$ cat config.mk
export PLATFORM = sky130hd
export DESIGN_NAME = reset_sequencer_flat
export DESIGN_NICKNAME = d
export VERILOG_FILES = /design/src/rtl/reset_sequencer_if.sv /design/src/rtl/reset_sequencer.sv /design/src/flat_wrapper.sv
export SDC_FILE = /design/constraint.sdc
export NUM_CORES = 1
export LEC_CHECK = 0
export CAP_MARGIN = 0
export CORE_MARGIN = 2
export CORE_UTILIZATION = 51
export DETAILED_ROUTE_END_ITERATION = 6
export PLACE_DENSITY = 0.75
export SETUP_SLACK_MARGIN = 0.2
export SLEW_MARGIN = 10
export SYNTH_ARGS = -nofsm -noshare
export SYNTH_HDL_FRONTEND = slang
export SYNTH_SLANG_ARGS = --single-unit
$ cat constraint.sdc
create_clock -name i_clk -period 1.9 [get_ports i_clk]
set_input_delay 0.19 -clock i_clk [delete_from_list [all_inputs] [get_ports i_clk]]
set_output_delay 0.19 -clock i_clk [all_outputs]
set_load 0.005 [all_outputs]
$ cat src/rtl/reset_sequencer_if.sv
// Handshake bundle between the reset sequencer and its downstream reset domains.
// The master modport is the sequencer; the slave modport is the set of domains returning acks.
interface reset_sequencer_if #(
  parameter int unsigned NUM_STAGES = 4
) ();
  localparam int unsigned IdxW = (NUM_STAGES > 1) ? $clog2(NUM_STAGES) : 1;

  logic [NUM_STAGES-1:0] i_ack;
  logic [NUM_STAGES-1:0] o_stage_rst;
  logic                  o_all_ready;
  logic                  o_fault;
  logic [IdxW-1:0]       o_stage_idx;
  logic                  o_drop;

  modport master (
    input  i_ack,
    output o_stage_rst,
    output o_all_ready,
    output o_fault,
    output o_stage_idx,
    output o_drop
  );

  modport slave (
    output i_ack,
    input  o_stage_rst,
    input  o_all_ready,
    input  o_fault,
    input  o_stage_idx,
    input  o_drop
  );
endinterface

$ cat src/rtl/reset_sequencer.sv
// Releases NUM_STAGES reset domains in index order with a fixed gap and per-stage ack timeout.
// Define RSTSEQ_ACK_SYNC_EN to pass every ack bit through a 2-flop synchronizer first.
module reset_sequencer #(
  parameter int unsigned NUM_STAGES   = 4,
  parameter int unsigned GAP_CYCLES   = 16,
  parameter int unsigned ACK_TIMEOUT  = 1024,
  parameter int unsigned RETRY_CYCLES = 256
) (
  input  logic              i_clk,
  input  logic              i_reset,
  reset_sequencer_if.master seq_io
);
  localparam int unsigned IdxW   = (NUM_STAGES > 1) ? $clog2(NUM_STAGES) : 1;
  localparam int unsigned MaxGA  = (GAP_CYCLES > ACK_TIMEOUT) ? GAP_CYCLES : ACK_TIMEOUT;
  localparam int unsigned MaxCnt = (MaxGA > RETRY_CYCLES) ? MaxGA : RETRY_CYCLES;
  localparam int unsigned CntW   = $clog2(MaxCnt) + 1;

  localparam logic [IdxW-1:0] LastIdx   = IdxW'(NUM_STAGES - 1);
  localparam logic [CntW-1:0] GapLoad   = CntW'(GAP_CYCLES - 1);
  localparam logic [CntW-1:0] AckLoad   = CntW'(ACK_TIMEOUT - 1);
  localparam logic [CntW-1:0] RetryLoad = CntW'(RETRY_CYCLES - 1);

  typedef enum logic [2:0] {StHold, StGap, StWait, StRun, StFault} state_e;

  state_e                state_q;
  logic [CntW-1:0]       cnt_q;
  logic [IdxW-1:0]       idx_q;
  logic [NUM_STAGES-1:0] stage_rst_q;
  logic                  all_ready_q;
  logic                  fault_q;
  logic                  drop_q;

  logic [NUM_STAGES-1:0] ack;

`ifdef RSTSEQ_ACK_SYNC_EN
  logic [NUM_STAGES-1:0] ack_meta_q;
  logic [NUM_STAGES-1:0] ack_sync_q;

  always_ff @(posedge i_clk) begin
    if (i_reset) begin
      ack_meta_q <= '0;
      ack_sync_q <= '0;
    end else begin
      ack_meta_q <= seq_io.i_ack;
      ack_sync_q <= ack_meta_q;
    end
  end

  assign ack = ack_sync_q;
`else
  assign ack = seq_io.i_ack;
`endif

  // Stages already granted: everything below idx while sequencing, all of them in RUN.
  logic [NUM_STAGES-1:0] acked_mask;
  logic [NUM_STAGES-1:0] lost_vec;
  logic [NUM_STAGES-1:0] rerst_mask;
  logic [IdxW-1:0]       lost_idx;
  logic                  lost;

  always_comb begin
    acked_mask = '0;
    rerst_mask = '0;
    lost_idx   = '0;
    for (int k = 0; k < int'(NUM_STAGES); k++) begin
      if (state_q == StRun) begin
        acked_mask[k] = 1'b1;
      end else if ((state_q == StGap || state_q == StWait) && (k < int'(idx_q))) begin
        acked_mask[k] = 1'b1;
      end
    end
    lost_vec = ~ack & acked_mask;
    lost     = |lost_vec;
    for (int k = int'(NUM_STAGES) - 1; k >= 0; k--) begin
      if (lost_vec[k]) lost_idx = IdxW'(k);
    end
    for (int k = 0; k < int'(NUM_STAGES); k++) begin
      if (k >= int'(lost_idx)) rerst_mask[k] = 1'b1;
    end
  end

  always_ff @(posedge i_clk) begin
    if (i_reset) begin
      state_q     <= StHold;
      cnt_q       <= '0;
      idx_q       <= '0;
      stage_rst_q <= '1;
      all_ready_q <= 1'b0;
      fault_q     <= 1'b0;
      drop_q      <= 1'b0;
    end else begin
      drop_q <= 1'b0;
      if (lost) begin
        stage_rst_q <= stage_rst_q | rerst_mask;
        idx_q       <= lost_idx;
        all_ready_q <= 1'b0;
        drop_q      <= 1'b1;
        state_q     <= StGap;
        cnt_q       <= GapLoad;
      end else begin
        case (state_q)
          StHold: begin
            state_q <= StGap;
            cnt_q   <= GapLoad;
          end
          StGap: begin
            if (cnt_q == '0) begin
              stage_rst_q[idx_q] <= 1'b0;
              cnt_q              <= AckLoad;
              state_q            <= StWait;
            end else begin
              cnt_q <= cnt_q - 1'b1;
            end
          end
          StWait: begin
            if (ack[idx_q]) begin
              if (idx_q == LastIdx) begin
                state_q     <= StRun;
                all_ready_q <= 1'b1;
              end else begin
                idx_q   <= idx_q + 1'b1;
                state_q <= StGap;
                cnt_q   <= GapLoad;
              end
            end else if (cnt_q == '0) begin
              state_q     <= StFault;
              stage_rst_q <= '1;
              fault_q     <= 1'b1;
              idx_q       <= '0;
              cnt_q       <= RetryLoad;
            end else begin
              cnt_q <= cnt_q - 1'b1;
            end
          end
          StFault: begin
            if (cnt_q == '0) begin
              state_q <= StGap;
              cnt_q   <= GapLoad;
            end else begin
              cnt_q <= cnt_q - 1'b1;
            end
          end
          StRun: ;
          default: state_q <= StHold;
        endcase
      end
    end
  end

  assign seq_io.o_stage_rst = stage_rst_q;
  assign seq_io.o_all_ready = all_ready_q;
  assign seq_io.o_fault     = fault_q;
  assign seq_io.o_stage_idx = idx_q;
  assign seq_io.o_drop      = drop_q;
endmodule

$ cat src/flat_wrapper.sv
// flat-port wrapper written by rule: the top's interface ports become plain ports
module reset_sequencer_flat 
#(
  parameter int unsigned NUM_STAGES   = 4,
  parameter int unsigned GAP_CYCLES   = 16,
  parameter int unsigned ACK_TIMEOUT  = 1024,
  parameter int unsigned RETRY_CYCLES = 256
)
  (i_clk, i_reset, seq_io_i_ack, seq_io_o_stage_rst, seq_io_o_all_ready, seq_io_o_fault, seq_io_o_stage_idx, seq_io_o_drop);
  reset_sequencer_if #(.NUM_STAGES(NUM_STAGES)) seq_io_i ();
  input  logic i_clk;
  input  logic i_reset;
  input wire logic [$bits(seq_io_i.i_ack)-1:0] seq_io_i_ack;
  output wire logic [$bits(seq_io_i.o_stage_rst)-1:0] seq_io_o_stage_rst;
  output wire logic [$bits(seq_io_i.o_all_ready)-1:0] seq_io_o_all_ready;
  output wire logic [$bits(seq_io_i.o_fault)-1:0] seq_io_o_fault;
  output wire logic [$bits(seq_io_i.o_stage_idx)-1:0] seq_io_o_stage_idx;
  output wire logic [$bits(seq_io_i.o_drop)-1:0] seq_io_o_drop;
  assign seq_io_i.i_ack = seq_io_i_ack;
  assign seq_io_o_stage_rst = seq_io_i.o_stage_rst;
  assign seq_io_o_all_ready = seq_io_i.o_all_ready;
  assign seq_io_o_fault = seq_io_i.o_fault;
  assign seq_io_o_stage_idx = seq_io_i.o_stage_idx;
  assign seq_io_o_drop = seq_io_i.o_drop;
  reset_sequencer #(.NUM_STAGES(NUM_STAGES), .GAP_CYCLES(GAP_CYCLES), .ACK_TIMEOUT(ACK_TIMEOUT), .RETRY_CYCLES(RETRY_CYCLES)) u_core (.i_clk(i_clk), .i_reset(i_reset), .seq_io(seq_io_i));
endmodule
==> run_results.csv, run 1 <==
group,metric,value,unit
status,status,"complete, but fails checks",
status,violations,"negative setup slack",
critical_path,crit_path_cell_trace,"mux4_2 > o211ai_4 > nand2_2 > o41a_1 > a311oi_2",
synthesis,ys_seq_area_share,29.0,%
global_route,grt_pass1_wl,7770,um
die,die_height,59.8,um
sta,drv_slew,0,
power_and_ir_drop,ir_drop,541,uV
sta,fin_crit,1.94,ns
die,ios,15,
power_and_ir_drop,net-switching-power,0.000706,W
cts,root_buffer,"clkbuf_4",
sta,tightest_slew,0.480,ns
synthesis,synthArstFlopShare,0,%
die,core_area,0.00300,sq mm
synthesis,syn_area,0.00159,sq mm
critical_path,path_buf_inv,0,
cells_and_area,fill_cells,197,
power_and_ir_drop,power_frac_clock,13.7,%
placed_design,placed_cells,263,
global_route,grt_max_degree,14,
drt,firstDrtPassIters,5,
sta,fin_worst_skew,0.0104,ns
sta,fmax,516,MHz
drt,via_per_inst,6.35,
synthesis,synth_warnings,0,
power_and_ir_drop,seqPwrFrac,35.6,%
power_and_ir_drop,p_leak,0.896,nW
power_and_ir_drop,p_total,0.00177,W
synthesis,netlist.area_leader.share,29.0,%
cells_and_area,utilization,77.8,%
drt,postRouteAntennaNets,0,
synthesis,ys_top_cells_by_area,"dfxtp_1 29%, ha_1 5.5%, nand2_1 4.3%, o21ai_0 4.1%, nor2_1 4.0%",
cells_and_area,drive_gt1_share,42.0,%
synthesis,synth_edf_count,0,
sta,setup_violations,1,
synthesis,synth_ff_type,"dfxtp_1",
drt,wl_per_cell,18.5,um
cells_and_area,diodes,0,
job,maxCapViolations,0,
drt,dr_total_vias,1766,
critical_path,startpoint,"u_core.seq_io.o_stage_idx[0]",
synthesis,ys_seq_elements,23,
cells_and_area,multi_input_area,0.00123,sq mm
cells_and_area,final_common_cell,"buf_4",
cts,path_clk_slew,0.14,ns
cells_and_area,regArea,483,sq um
critical_path,rr_startpoint,"u_core.seq_io.o_stage_idx[0]",
sta,finalHoldViolCount,0,
critical_path,slowest_stage,"mux4_2",
critical_path,cp_max_fo,5,
sta,period_share,102,%
critical_path,critPathRequiredTime,2.16,ns
power_and_ir_drop,swShare,39.9,%
synthesis,syn_inst,193,
min_path,hp-start,"u_core.seq_io.o_stage_rst[1]",
sta,timing.final.ws_setup,-0.0385,ns
synthesis,syn_area_per_cell,8.23,sq um
cts,cts_hold_buf,0,
cts,cts_buffers,3,
die,row_count,20,
cells_and_area,fin_cells,278,
drt,post-route-drc-count,0,
sta,slew_headroom,67.8,%
cells_and_area,syn_to_final_growth,47.0,%
critical_path,startpoint_type,"flip-flop",
placed_design,gp_congestion,0.875,
global_route,grt-ovfl-total,0,
power_and_ir_drop,intPower,0.00106,W
placed_design,numPortBuffers,14,
drt,drtIter0Drc,157,
cells_and_area,fin_nets,259,
synthesis,synthDistinctLibCells,52,
placed_design,dp_hpwl,3420,um
min_path,hp-class,"flip-flop to flip-flop",
global_route,grt_pass1_vias,1607,
power_and_ir_drop,p_per_area,758,mW/mm^2
die,start_util,52.9,%
drt,wl,5140,um
cts,clk_latency,0.33,ns
critical_path,cpPeakStageDelay,0.59,ns
critical_path,cp.arrival,2.19,ns
cts,cts_tree,"yes",
sta,rsz0062_at_grt,"true",
cts,clkSinkCount,23,
cts,h-tree-depth,1,
global_route,antenna_found_initial,0,
synthesis,syn-num-nets,206,
critical_path,crit_type,"flip-flop to flip-flop",
synthesis,yosysTopAreaCell,"dfxtp_1",
critical_path,end_kind,"flip-flop",
critical_path,critPathTopFamily,"compound AO/OA/AOI/OAI gates",
die,dieArea,0.00358,sq mm
die,die_x,59.8,um
power_and_ir_drop,combPwrFrac,50.7,%
cts,clk_path_buf_depth,2,
cells_and_area,final_cell_mix,"37 x buf_4, 17 x nand2_1, 15 x nor2_1, 15 x dfxtp_1, 14 x clkdlybuf4s50_1",
global_route,grt_use_total,28.9,%
==> registers in the layout, summed over array words and instances (netlist names) <==
name,cells
u_core.seq_io.o_all_ready,1
u_core.seq_io.o_drop,1
u_core.seq_io.o_stage_idx,2
u_core.state_q,3
u_core.cnt_q,11
u_core.seq_io.o_fault,1
u_core.seq_io.o_stage_rst,4
==> area by class of cell <==
cell class,instances,share of cell area [%]
Clock buffer,3,0.965
Clock inverter,1,0.214
Inverter,10,1.82
Multi-Input combinational cell,150,52.9
Sequential cell,23,20.7
Tap cell,33,1.77
Timing Repair Buffer,58,21.7
==> Yosys cell counts, drive strengths merged (2+ instances only) <==
cell type	count
dfxtp	23
nand2	19
nor2	18
o21ai	13
a21oi	12
inv	10
nand4	9
buf	7
ha	7
a211oi	6
a31oi	5
nand3	5
o2111ai	5
a211o	4
nand2b	4
nor3	4
or3b	4
clkbuf	3
nor4	3
o31ai	3
a21o	2
and2	2
maj3	2
mux2	2
o311ai	2
or4bb	2
==> power by group through the flow <==
| stage | clock [W] | sequential, W | combinational [W] |
|---|---|---|---|
| 2_1_floorplan | 0 | 0.000610 | 0.000437 |
| 3_3_place_gp | 0 | 0.000620 | 0.000681 |
| 3_5_place_dp | 0 | 0.000626 | 0.000698 |
| 4_1_cts | 0.000244 | 0.000617 | 0.000776 |
| 5_1_grt | 0.000279 | 0.000639 | 0.000970 |
| 6_report | 0.000243 | 0.000630 | 0.000898 |
==> logic make-up (layout without fill, tap and decap cells) <==
group / Yosys count / after routing / share of synthesized area, %
simple gates: 72 / 72 / 24.3
compound gates: 66 / 66 / 31.4
flops: 23 / 23 / 29.0
buf+inv: 20 / 72 / 5.67
fa+ha+maj: 9 / 9 / 6.86
mux: 3 / 3 / 2.84
==> per-layer routing <==
| metal | share of wire, % | vias up | global-route usage, % |
|---|---|---|---|
| li1 | - | 840 | - |
| met4 | 1.7 | 0 | 7.94 |
| met2 | 49 | 72 | 46.7 |
| met3 | 5.8 | 16 | 4.76 |
| met1 | 44 | 838 | 39.8 |
| met5 | 0 | - | 0 |
==> path summary, 6_finish.rpt <==
path              cells after the start                           end  slack, ns
setup / recovery                      5              u_core.cnt_q[10]      -0.04
hold / removal                        1  u_core.seq_io.o_stage_rst[1]       0.48
setup reg to reg                      5              u_core.cnt_q[10]      -0.04
hold reg to reg                       1  u_core.seq_io.o_stage_rst[1]       0.48
==> repair_timing <==
item	CTS	global route
pin swaps	6	17
endpoints found under the setup margin	23	23
setup buffers	7	4
gates resized for setup	19	40
cloned	0	0
==> stage by stage <==
stage,hold slack [ns],setup slack (ns),TNS [ns],area (sq um)
global route,0.503,-0.0927,-0.534,2330
floorplan,0.355,0.0172,0,1630
CTS,0.479,0.0254,0,2160
finish,0.477,-0.0385,-0.0385,2330
global placement,0.437,-0.162,-1.68,2000
detailed placement,0.449,-0.200,-2.39,2000
Note: power is estimated with default switching activity, not from simulation.
==> run 2, diff against run 1 <==
--- a/config.mk
+++ b/config.mk
@@ -7,9 +7,10 @@
 export LEC_CHECK = 0
 export CAP_MARGIN = 0
 export CORE_MARGIN = 2
-export CORE_UTILIZATION = 51
+export CORE_UTILIZATION = 56
 export DETAILED_ROUTE_END_ITERATION = 6
-export PLACE_DENSITY = 0.75
+export DONT_BUFFER_PORTS = 1
+export PLACE_DENSITY_LB_ADDON = 0.25
 export SETUP_SLACK_MARGIN = 0.2
 export SLEW_MARGIN = 10
 export SYNTH_ARGS = -nofsm -noshare
==> run 2 against run 1 <==
  * The flow still finishes with violations (negative setup slack)
  * Combinational power grew 5.7%
  * Clock power is 2% lower
  * First-iteration DRC count shrank 6.4%
  * Clock-buffer cell count stayed put
  * Die area down 8.3%
==> run_results.csv, run 2 (synthesis results as in run 1) <==
group,metric,value,unit
die,dieArea,0.00328,sq mm
global_route,met1_usage,43.1,%
placed_design,placed_area,0.00182,sq mm
status,status,"complete, but fails checks",
sta,finalHoldViolCount,0,
sta,tightest_slew,0.675,ns
global_route,grt_pass1_wl,7870,um
critical_path,cp.arrival,2.19,ns
critical_path,cp_max_fo,5,
drt,wl,5610,um
cts,clk_path_buf_depth,2,
critical_path,critPathRequiredTime,2.15,ns
global_route,grt_use_total,30.7,%
cells_and_area,diodes,0,
cts,h-tree-depth,1,
sta,slew_headroom,54.9,%
min_path,min_path_cells,3,
min_path,hp-class,"input pin to flip-flop",
placed_design,pre_cts_ws,-0.0907,ns
global_route,grt-ovfl-total,0,
sta,fin_worst_skew,0.00580,ns
drt,postRouteAntennaNets,0,
cells_and_area,drive_gt1_share,47.4,%
sta,rsz0062_at_grt,"true",
global_route,busiest_layer,"met2",
sta,setup_violations,2,
drt,firstDrtPassIters,5,
critical_path,end_kind,"flip-flop",
cts,clkSinkCount,23,
cells_and_area,syn_to_final_growth,43.2,%
sta,drv_slew,0,
cells_and_area,regArea,470,sq um
die,die_x,57.2,um
cells_and_area,largest_reg_flops,11,
status,violations,"negative setup slack",
job,maxCapViolations,0,
power_and_ir_drop,p_leak,0.859,nW
drt,post-route-drc-count,0,
drt,wl_per_cell,21.5,um
drt,dr_total_vias,1836,
placed_design,gp_congestion,0.933,
sta,period_share,102,%
die,core_area,0.00273,sq mm
global_route,grt_max_degree,14,
global_route,grt_pass1_vias,1659,
die,row_count,19,
die,start_util,58.1,%
die,ios,15,
cts,cts_tree,"yes",
cells_and_area,final_common_cell,"buf_4",
critical_path,startpoint_type,"flip-flop",
global_route,antenna_found_initial,0,
cells_and_area,regMostFlops,"u_core.cnt_q",
sta,fin_crit,1.94,ns
sta,fmax,515,MHz
cts,path_clk_slew,0.13,ns
cells_and_area,fin_area,0.00227,sq mm
cells_and_area,final_cell_mix,"33 x buf_4, 19 x dfxtp_1, 16 x nand2_1, 13 x nor2_1, 9 x nand4_1",
placed_design,dp_hpwl,3230,um
placed_design,placed_cells,242,
cells_and_area,fin_cells,261,
cts,root_buffer,"clkbuf_4",
cells_and_area,fin_nets,244,
drt,drtIter0Drc,147,
power_and_ir_drop,ir_drop,714,uV
power_and_ir_drop,p_per_area,797,mW/mm^2
die,die_height,57.2,um
drt,via_per_inst,7.03,
critical_path,crit_type,"flip-flop to flip-flop",
cts,clk_latency,0.33,ns
sta,timing.final.ws_setup,-0.0407,ns
cells_and_area,fill_cells,160,
sta,setup_tns,-0.0439,ns
cts,cts_buffers,3,
global_route,grtUsageMet2,47.0,%
placed_design,numPortBuffers,0,
global_route,grt_util_met3,4.31,%
critical_path,reg2reg_depth,5,
cells_and_area,multi_input_area,0.00133,sq mm
-- run 2: cell types whose count changed in the layout (fill, tap and decap cells not counted), moves of 3 or more --
cell,previous run,this run
dfxtp_4,5,2
o2111ai_2,0,3
buf_4,37,33
dfxtp_1,15,19
clkdlybuf4s50_1,14,0
a21oi_1,9,6
o2111ai_1,5,2
a31oi_4,0,3
-- run 2: layer usage --
metal / up-vias / wire length (um)
met5: - / 0
met4: 0 / 344
met3: 45 / 458
met2: 128 / 2640
met1: 851 / 2170
li1: 812 / -
-- run 2: worst paths after layout --
| check | start | to | slack (ns) |
|---|---|---|---|
| min reg2reg | u_core.cnt_q[8] | u_core.cnt_q[8] | 0.50 |
| max | u_core.seq_io.o_stage_idx[0] | u_core.cnt_q[10] | -0.04 |
| max reg2reg | u_core.seq_io.o_stage_idx[0] | u_core.cnt_q[10] | -0.04 |
| min | i_reset | u_core.seq_io.o_stage_rst[1] | 0.08 |
-- run 2: repair_timing --
item / in CTS / in global routing
resized for setup: 36 / 35
buffers inserted: 7 / 7
hold buffers: 1 / 0
hold endpoints to repair: 10 / 0
pin swaps: 16 / 17
endpoints found under the setup margin: 23 / 23
-- run 2: per-stage QoR --
| step | util [%] | power (W) | hold slack [ns] |
|---|---|---|---|
| final | 83.2 | 0.00181 | 0.0801 |
| after global routing | 83.2 | 0.00189 | 0.0850 |
| after CTS | 75.4 | 0.00162 | 0.0478 |
| after detailed placement | 66.6 | 0.00127 | 0.260 |
| after global placement | 66.6 | 0.00125 | 0.256 |
| after floorplan | - | 0.00105 | 0.355 |
-- run 2: where the power goes --
group | switching (W) | total (W) | leakage, nW | internal, W
clock | 0.000158 | 0.000237 | 0.0177 | 0.0000792
sequential | 0.0000862 | 0.000625 | 0.190 | 0.000539
combinational | 0.000519 | 0.000949 | 0.651 | 0.000430
-- run 2: final cells by class --
cell class              instances  share of cell area (%)
repair buffers                 43                    16.2
clock inverters                 1                   0.220
inverters                      10                    1.87
flip-flops and latches         23                    20.7
well taps                      31                    1.71
multi-input cells             150                    58.3
clock buffers                   3                   0.991
-- run 2: critical path, stage by stage (launching register included) --
cell	delay, ns
dfxtp_4	0.41
mux4_2	0.60
o211ai_4	0.21
nand2_2	0.08
o41a_1	0.33
a311oi_2	0.23
